--- config.mk ---
export PLATFORM = sky130hd
export DESIGN_NAME = cp0_exception_unit_flat
export DESIGN_NICKNAME = d
export VERILOG_FILES = /design/src/rtl/cp0_exception_unit_if.sv /design/src/rtl/cp0_exception_unit.sv /design/src/flat_wrapper.sv
export SDC_FILE = /design/constraint.sdc
export NUM_CORES = 1
export LEC_CHECK = 0
export ABC_AREA = 1
export CAP_MARGIN = 20
export CORE_AREA = 3 3 153 140
export CTS_BUF_LIST = sky130_fd_sc_hd__clkbuf_4 sky130_fd_sc_hd__clkbuf_8
export CTS_CLUSTER_DIAMETER = 120
export DETAILED_ROUTE_END_ITERATION = 6
export DIE_AREA = 0 0 156 143
export PLACE_DENSITY = 0.77
export SYNTH_ARGS = -nofsm -noshare
export SYNTH_HDL_FRONTEND = slang
export SYNTH_SLANG_ARGS = --single-unit
--- constraint.sdc ---
create_clock -name clk -period 5.7 [get_ports clk]
set_input_delay 1.14 -clock clk [delete_from_list [all_inputs] [get_ports clk]]
set_output_delay 1.14 -clock clk [all_outputs]
set_load 0.05 [all_outputs]
--- src/rtl/cp0_exception_unit_if.sv ---
// rtl/cp0_exception_unit_if.sv - MEM-stage exception bundle between the pipeline and CP0
interface cp0_exception_unit_if;
    // ExceptType bits: [8] Interrupt, [7] WrongAddressinIF, [6] ReservedInstruction, [5] Overflow,
    // [4] Syscall, [3] Break, [2] RdWrongAddressinMEM, [1] WrWrongAddressinMEM, [0] ERET
    logic [8:0]  MEM_ExceptType;
    logic [2:0]  MEM_RegsWrType;
    logic [31:0] MEM_PC;
    logic [31:0] MEM_ALUOut;
    logic        MEM_InDelaySlot;
    logic [2:0]  MEM_RegsWrType_new;
    logic        IFID_Flush;
    logic        IDEXE_Flush;
    logic        EXEMEM_Flush;
    logic        Exc_Redirect;
    logic [31:0] Exc_NPC;

    modport master (
        output MEM_ExceptType, MEM_RegsWrType, MEM_PC, MEM_ALUOut, MEM_InDelaySlot,
        input  MEM_RegsWrType_new, IFID_Flush, IDEXE_Flush, EXEMEM_Flush, Exc_Redirect, Exc_NPC
    );

    modport slave (
        input  MEM_ExceptType, MEM_RegsWrType, MEM_PC, MEM_ALUOut, MEM_InDelaySlot,
        output MEM_RegsWrType_new, IFID_Flush, IDEXE_Flush, EXEMEM_Flush, Exc_Redirect, Exc_NPC
    );
endinterface

--- src/rtl/cp0_exception_unit.sv ---
// rtl/cp0_exception_unit.sv - CP0 registers and precise-exception controller at MEM
// Optional timer interrupt (Count==Compare sets Cause.TI) enabled by defining CP0_TIMER_INT_EN.
module cp0_exception_unit #(
    parameter logic [31:0] EXC_VECTOR = 32'hBFC0_0380,
    parameter logic [31:0] STATUS_RST = 32'h0040_0000
) (
    input  logic                 clk,
    input  logic                 rst,
    cp0_exception_unit_if.slave  mem,
    input  logic [5:0]           Ext_Int,
    input  logic                 WB_CP0Wr,
    input  logic [4:0]           WB_Dst,
    input  logic [31:0]          WB_OutB,
    input  logic [4:0]           CP0_RdAddr,
    output logic [31:0]          CP0_RdData,
    output logic                 CP0_IntPending
);
    localparam logic [31:0] STATUS_WMASK = 32'h0000_FF03;
    localparam logic [31:0] STATUS_BEV   = 32'h0040_0000;

    logic [31:0] badvaddr, count, compare, status, epc;
    logic [5:0]  ip_hw;
    logic [1:0]  ip_sw;
    logic [4:0]  exccode;
    logic        bd, ti, toggle;

    logic wr_count, wr_compare, wr_status, wr_cause, wr_epc;
    assign wr_count   = WB_CP0Wr && (WB_Dst == 5'd9);
    assign wr_compare = WB_CP0Wr && (WB_Dst == 5'd11);
    assign wr_status  = WB_CP0Wr && (WB_Dst == 5'd12);
    assign wr_cause   = WB_CP0Wr && (WB_Dst == 5'd13);
    assign wr_epc     = WB_CP0Wr && (WB_Dst == 5'd14);

    // Register values after the MTC0 merge; also serve as the MFC0 bypass path.
    logic [31:0] status_w, epc_w, count_w, compare_w;
    logic [1:0]  ip_sw_w;
    assign status_w  = wr_status ? ((status & ~STATUS_WMASK) | (WB_OutB & STATUS_WMASK) | STATUS_BEV)
                                 : status;
    assign epc_w     = wr_epc     ? WB_OutB : epc;
    assign count_w   = wr_count   ? WB_OutB : count;
    assign compare_w = wr_compare ? WB_OutB : compare;
    assign ip_sw_w   = wr_cause   ? WB_OutB[9:8] : ip_sw;

    logic timer_hit;
`ifdef CP0_TIMER_INT_EN
    assign timer_hit = (count == compare);
`else
    assign timer_hit = 1'b0;
`endif

    logic [7:0] cause_ip, cause_ip_rd;
    assign cause_ip    = {ip_hw[5] | ti, ip_hw[4:0], ip_sw};
    assign cause_ip_rd = {ip_hw[5] | ti, ip_hw[4:0], ip_sw_w};

    assign CP0_IntPending = status[0] & ~status[1] & |(cause_ip & status[15:8]);

    logic [8:0]  ex;
    logic [4:0]  exc_code;
    logic        exc_addr, exc_take, eret_take, redirect;
    logic [31:0] exc_bad;
    assign ex        = mem.MEM_ExceptType;
    assign exc_take  = |ex[8:1];
    assign eret_take = ex[0] & ~exc_take;
    assign redirect  = exc_take | eret_take;

    always_comb begin
        exc_code = 5'h00;
        exc_addr = 1'b0;
        exc_bad  = mem.MEM_PC;
        if (ex[8])      exc_code = 5'h00;
        else if (ex[7]) begin exc_code = 5'h04; exc_addr = 1'b1; exc_bad = mem.MEM_PC; end
        else if (ex[6]) exc_code = 5'h0A;
        else if (ex[5]) exc_code = 5'h0C;
        else if (ex[4]) exc_code = 5'h08;
        else if (ex[3]) exc_code = 5'h09;
        else if (ex[2]) begin exc_code = 5'h04; exc_addr = 1'b1; exc_bad = mem.MEM_ALUOut; end
        else if (ex[1]) begin exc_code = 5'h05; exc_addr = 1'b1; exc_bad = mem.MEM_ALUOut; end
    end

    assign mem.Exc_Redirect       = redirect;
    assign mem.IFID_Flush         = redirect;
    assign mem.IDEXE_Flush        = redirect;
    assign mem.EXEMEM_Flush       = redirect;
    assign mem.Exc_NPC            = exc_take ? EXC_VECTOR : (eret_take ? epc : 32'h0);
    assign mem.MEM_RegsWrType_new = redirect ? 3'b000 : mem.MEM_RegsWrType;

    always_comb begin
        CP0_RdData = 32'h0;
        case (CP0_RdAddr)
            5'd8:    CP0_RdData = badvaddr;
            5'd9:    CP0_RdData = count_w;
            5'd11:   CP0_RdData = compare_w;
            5'd12:   CP0_RdData = status_w;
            5'd13:   CP0_RdData = {bd, ti, 14'b0, cause_ip_rd, 1'b0, exccode, 2'b00};
            5'd14:   CP0_RdData = epc_w;
            default: CP0_RdData = 32'h0;
        endcase
    end

    always_ff @(posedge clk or posedge rst) begin
        if (rst) begin
            badvaddr <= 32'h0;
            count    <= 32'h0;
            compare  <= 32'h0;
            status   <= STATUS_RST;
            epc      <= 32'h0;
            ip_hw    <= 6'h0;
            ip_sw    <= 2'h0;
            exccode  <= 5'h0;
            bd       <= 1'b0;
            ti       <= 1'b0;
            toggle   <= 1'b0;
        end else begin
            toggle  <= ~toggle;
            ip_hw   <= Ext_Int;
            count   <= wr_count ? WB_OutB : count + {31'b0, toggle};
            compare <= compare_w;
            status  <= status_w;
            epc     <= epc_w;
            ip_sw   <= ip_sw_w;
            if (wr_compare)     ti <= 1'b0;
            else if (timer_hit) ti <= 1'b1;
            // Exception fields override a same-cycle MTC0 to the same registers.
            if (exc_take) begin
                status[1] <= 1'b1;
                exccode   <= exc_code;
                if (!status_w[1]) begin
                    epc <= mem.MEM_InDelaySlot ? mem.MEM_PC - 32'd4 : mem.MEM_PC;
                    bd  <= mem.MEM_InDelaySlot;
                end
                if (exc_addr) badvaddr <= exc_bad;
            end else if (eret_take) begin
                status[1] <= 1'b0;
            end
        end
    end
endmodule

--- src/flat_wrapper.sv ---
// flat-port wrapper written by rule: the top's interface ports become plain ports
module cp0_exception_unit_flat 
#(
    parameter logic [31:0] EXC_VECTOR = 32'hBFC0_0380,
    parameter logic [31:0] STATUS_RST = 32'h0040_0000
)
  (clk, rst, Ext_Int, WB_CP0Wr, WB_Dst, WB_OutB, CP0_RdAddr, CP0_RdData, CP0_IntPending, mem_MEM_ExceptType, mem_MEM_RegsWrType, mem_MEM_PC, mem_MEM_ALUOut, mem_MEM_InDelaySlot, mem_MEM_RegsWrType_new, mem_IFID_Flush, mem_IDEXE_Flush, mem_EXEMEM_Flush, mem_Exc_Redirect, mem_Exc_NPC);
  cp0_exception_unit_if mem_i ();
  input  logic clk;
  input  logic rst;
  input  logic [5:0] Ext_Int;
  input  logic WB_CP0Wr;
  input  logic [4:0] WB_Dst;
  input  logic [31:0] WB_OutB;
  input  logic [4:0] CP0_RdAddr;
  output logic [31:0] CP0_RdData;
  output logic CP0_IntPending;
  input wire logic [$bits(mem_i.MEM_ExceptType)-1:0] mem_MEM_ExceptType;
  input wire logic [$bits(mem_i.MEM_RegsWrType)-1:0] mem_MEM_RegsWrType;
  input wire logic [$bits(mem_i.MEM_PC)-1:0] mem_MEM_PC;
  input wire logic [$bits(mem_i.MEM_ALUOut)-1:0] mem_MEM_ALUOut;
  input wire logic [$bits(mem_i.MEM_InDelaySlot)-1:0] mem_MEM_InDelaySlot;
  output wire logic [$bits(mem_i.MEM_RegsWrType_new)-1:0] mem_MEM_RegsWrType_new;
  output wire logic [$bits(mem_i.IFID_Flush)-1:0] mem_IFID_Flush;
  output wire logic [$bits(mem_i.IDEXE_Flush)-1:0] mem_IDEXE_Flush;
  output wire logic [$bits(mem_i.EXEMEM_Flush)-1:0] mem_EXEMEM_Flush;
  output wire logic [$bits(mem_i.Exc_Redirect)-1:0] mem_Exc_Redirect;
  output wire logic [$bits(mem_i.Exc_NPC)-1:0] mem_Exc_NPC;
  assign mem_i.MEM_ExceptType = mem_MEM_ExceptType;
  assign mem_i.MEM_RegsWrType = mem_MEM_RegsWrType;
  assign mem_i.MEM_PC = mem_MEM_PC;
  assign mem_i.MEM_ALUOut = mem_MEM_ALUOut;
  assign mem_i.MEM_InDelaySlot = mem_MEM_InDelaySlot;
  assign mem_MEM_RegsWrType_new = mem_i.MEM_RegsWrType_new;
  assign mem_IFID_Flush = mem_i.IFID_Flush;
  assign mem_IDEXE_Flush = mem_i.IDEXE_Flush;
  assign mem_EXEMEM_Flush = mem_i.EXEMEM_Flush;
  assign mem_Exc_Redirect = mem_i.Exc_Redirect;
  assign mem_Exc_NPC = mem_i.Exc_NPC;
  cp0_exception_unit #(.EXC_VECTOR(EXC_VECTOR), .STATUS_RST(STATUS_RST)) u_core (.clk(clk), .rst(rst), .mem(mem_i), .Ext_Int(Ext_Int), .WB_CP0Wr(WB_CP0Wr), .WB_Dst(WB_Dst), .WB_OutB(WB_OutB), .CP0_RdAddr(CP0_RdAddr), .CP0_RdData(CP0_RdData), .CP0_IntPending(CP0_IntPending));
endmodule
# Word-level counts from Yosys, hierarchy flattened
# Index checks and enable logic that the tools add are counted.
# word_totals
output_inout_bits,72
wordCells,81
register_bits,175
# op_classes
muxes,39
bitwise,10
reduce_logical,9
add_sub_neg,2
eq_ne,11
# op_table
op,count
$mux 32,18
$pmux 32 s6,1
$eq 5x4->1 const B,11
$mux 5,7
$add 32x1->32,1
$or 32x16->32,1
$sub 32x3->32 const B,1
$reduce_or 8->1,2
$mux 1,10
$and 8x8->8,1
$mux 3,2
$logic_and 1x1->1,5
$not 1->1,4
$reduce_and 2->1,2
$and 1x1->1,3
$mux 2,1
$or 1x1->1,1

# Depth between registers and ports, before layout
# logic_depth
word_depth,9
ltp_mapped,12
depth_no_buf,12

# Least setup slack after synthesis
# OpenSTA, ideal clock, no wires.
# synth_timing
kind,input port to output port
from,in mem_MEM_ExceptType[1]
to,out mem_MEM_RegsWrType_new[0]
stages,6
path_slack_ns,1.608
t_arrival_ns,2.952
cell_sequence,nor2_1 -> inv_1 -> nor3_4 -> inv_2 -> or2_1 -> nor2_1
# synth_between
elab_chain_len,5
# synth_lines
element,line_no,source
start: declaration,flat_wrapper.sv:18,input wire logic [$bits(mem_i.MEM_ExceptType)-1:0] mem_MEM_ExceptType;
$reduce_or 8->1 (*),cp0_exception_unit.sv:62,assign exc_take = |ex[8:1];
$not 1->1,cp0_exception_unit.sv:63,assign eret_take = ex[0] & ~exc_take;
$and 1x1->1,cp0_exception_unit.sv:63,
$or 1x1->1 (*),cp0_exception_unit.sv:64,assign redirect = exc_take | eret_take;
net mem_EXEMEM_Flush,flat_wrapper.sv:26,output wire logic [$bits(mem_i.EXEMEM_Flush)-1:0] mem_EXEMEM_Flush;
$mux 3 (*),cp0_exception_unit.sv:85,assign mem.MEM_RegsWrType_new = redirect ? 3'b000 : mem.MEM_RegsWrType;
end: declaration,flat_wrapper.sv:23,output wire logic [$bits(mem_i.MEM_RegsWrType_new)-1:0] mem_MEM_RegsWrType_new;
# The timed path passes the listed nets; every way through them passes the cells marked *.

# Worst setup path after layout
# layout_timing
from,in WB_Dst[0]
to,out CP0_RdData[23]
# layout_between
elab_chain_len,4
elab_cells_between_ends,13
cone_classes,4 x eq/ne; 5 x mux; 4 x reduce/logical
# layout_lines
element,line_no,source
start: declaration,flat_wrapper.sv:13,input logic [4:0] WB_Dst;
$eq 5x4->1 (on tied branches),-,
$logic_and 1x1->1 (on tied branches),-,
$mux 32 (on tied branches),-,
$pmux 32 s6 (*),cp0_exception_unit.sv:89,case (CP0_RdAddr)
end: declaration,flat_wrapper.sv:16,output logic [31:0] CP0_RdData;
# Mark *: on every way between the ends. The rest lies on a longest branch, timed or not.

==> results.txt <==
CTS tree: yes
Worst-path clk slew: 0.09 ns
GRT Overall Usage: 31.1%
post-DP HPWL: 26900 um
vias per cell: 5.36
FF+latch count, synth: 153
Fill cells: 1880
Hold Crit Class: reg2reg
Clk Latency, worst-skew pair: 0.47 ns
Worst Path Required: 4.56 ns
I/O Pins: 200
count of cells resized by post-cts repair: 0
setup tns final: 0 ns
IO buf count: 199
CTS root buffer: clkbuf_8
# DRC: 0
VDD IR max: 0.000143 V
Slew Limit Headroom: 42.3%
Placed Area: 12200 um^2
GPL Wtd Cong: 0.978
actual slew at the worst max-slew pin: 0.863 ns
Yosys cell types: 38
Die ar.: 22300 um^2
final hold violations: 0
Startpoint Class: primary input
Post-CTS Setup Bufs: 0
core area: 19900 um^2
Num Clock Sinks: 153
Mean Syn Cell Area: 6.42 um^2
Leakage: 0.00622 uW
Final Max Slew Viols: 0
Synth Instances: 1552
Worst EP arrival: 3.67 ns
endpoint class of the critical path: output port
final WL: 34500 um
Die Span X: 156 um
area grow syn2layout: 25.8%
kind of critical path: in2out
largest net degree at the start of global routing: 71
fin crit period: 4.81 ns
Seq/Total Area, Yosys: 38.4%
num rows: 49
yosys warns: 0
total number of vias: 10700
first-pass GRT wire length: 54000 um
final setup vio count: 0
Syn Std Cell Area: 9970 um^2
Final nets: 1856
Max Cap Viol: 0
Initial Utilization: 50.0%
DRT antenna net count: 0
Pwr Density: 248 nW/um^2
syn nets: 1683
initial DRC count: 1218
die height: 143 um
initial antenna violation count: 0
FMAX: 208 MHz
outcome: finished, final reports clean
number of buffers created by CTS: 17
RSZ-0062 raised after global routing: no
GRT overflow: 0
DR pass1 iterations: 6
# diodes: 0
skew final: 0.0127 ns
Max Buffers Root-to-Sink: 2
drt wl/cell: 17.3 um
htree depth: 4
layout cells sized above 1: 8.40%
post-route cell area: 12500 um^2
crit path max fanout: 10
vias in the first global route: 9964
ratio of final minimum period to clock period: 84.3%
CTS hold repair buffers: 0
[path summary, 6_finish.rpt]
check	startpoint	to	slack, ns	cells after the start
worst max-delay path	WB_Dst[0]	CP0_RdData[23]	0.89	10
max in group asynchronous	rst	u_core.compare[24]$_DFF_PP0_	3.50	3
worst min register to register	u_core.toggle$_DFF_PP0_	u_core.toggle$_DFF_PP0_	0.45	1
min in group asynchronous	rst	u_core.compare[15]$_DFF_PP0_	1.12	2
worst min-delay path	u_core.toggle$_DFF_PP0_	u_core.toggle$_DFF_PP0_	0.45	1
worst max register to register	u_core.toggle$_DFF_PP0_	u_core.count[19]$_DFF_PP0_	3.56	10
[worst max-delay path, cell delays in order]
cell and delay [ns]:
clkdlybuf4s50_1 0.54, inv_1 0.05, nor2_1 0.20, nand2_1 0.10, nor2_2 0.35, nand2_1 0.13
o21ai_0 0.13, nand2_1 0.09, nand4_1 0.11, clkdlybuf4s50_1 0.81
[placed cells by master (no fill, tap or decap), types with 4 or more instances in the layout]
cell and n:
nand2_1 585, inv_1 208, dfrtp_1 152, clkdlybuf4s50_1 149
nor2_1 141, o21ai_0 119, nand3_1 93, buf_4 52
o21ai_1 37, nand4_1 29, or2_2 21, clkbuf_8 18
xor2_1 14, buf_12 14, or2_1 12, o211ai_1 11
inv_6 11, o21a_1 9, a21oi_1 9, nor2_2 6
nand2_2 4, o22ai_1 4, nor3_1 4
[layer usage]
metal	up-vias	GRT usage [%]	wire [um]
li1	5182	-	-
met3	49	5.97	3500
met1	4901	47.0	15200
met2	541	45.9	15000
met5	-	0	0
met4	0	8.04	748
[cell usage after synthesis (all sizes together)]
master	instances	area, um^2
or2	33	206
nand4	29	181
nor3	8	56.3
xnor2	2	17.5
a221oi	2	17.5
o22ai	4	25.0
and3	1	6.26
ha	3	37.5
o211ai	11	82.6
clkbuf	28	105
nor4	3	18.8
inv	212	796
o21a	9	67.6
dfrtp	152	3800
nand3	94	483
o32ai	1	8.76
o21ai	158	798
and2	2	12.5
nand3b	2	15.0
buf	33	193
dfstp	1	26.3
xor2	14	123
nor2	150	601
nand2	590	2230
a21oi	10	61.3
[sequential cells by signal (all words and copies together), names as in the netlist]
| signal | count |
|---|---|
| u_core.badvaddr | 32 |
| u_core.compare | 32 |
| u_core.count | 32 |
| u_core.epc | 32 |
| u_core.status | 11 |
| u_core.ip_hw | 6 |
| u_core.exccode | 4 |
| u_core.ip_sw | 2 |
| u_core.bd | 1 |
| u_core.toggle | 1 |
[layout make-up]
class                      count  area, um^2  share of cell area (%)
sequential                   153        3830                    30.5
clock buffer                  18         248                    1.97
tap                          255         319                    2.54
multi-input combinational   1126        5060                    40.3
clock inverter                14         124                   0.987
inverter                     212         801                    6.38
timing repair buffer         215        2160                    17.2
[report_power, final]
group | internal (uW) | switching [uW] | total, uW
combinational | 323 | 526 | 849
sequential | 1300 | 148 | 1450
clock | 333 | 486 | 819
[metrics by stage]
step / instances / util (%) / total power (uW) / setup WS [ns] / hold WS [ns]
floorplan: 1552 / - / 1960 / 0.440 / 0.401
global route: 1993 / 63.0 / 3300 / 0.678 / 0.462
CTS: 1993 / 63.0 / 3100 / 0.897 / 0.449
finish: 1993 / 63.0 / 3110 / 0.895 / 0.453
global placement: 1961 / 61.1 / 2260 / 0.989 / 0.413
detailed placement: 1961 / 61.1 / 2290 / 0.895 / 0.437
[kinds of logic (layout without fill, tap and decap cells)]
logic type	after synthesis	in the layout	share of synthesized area, %
compound gates	195	195	10.6
fa+ha+maj	3	3	0.377
buf+inv	273	459	11.0
flops	153	153	38.4
xor+xnor	16	16	1.41
simple gates	912	912	38.2
Note: power is estimated with default switching activity, not from simulation.
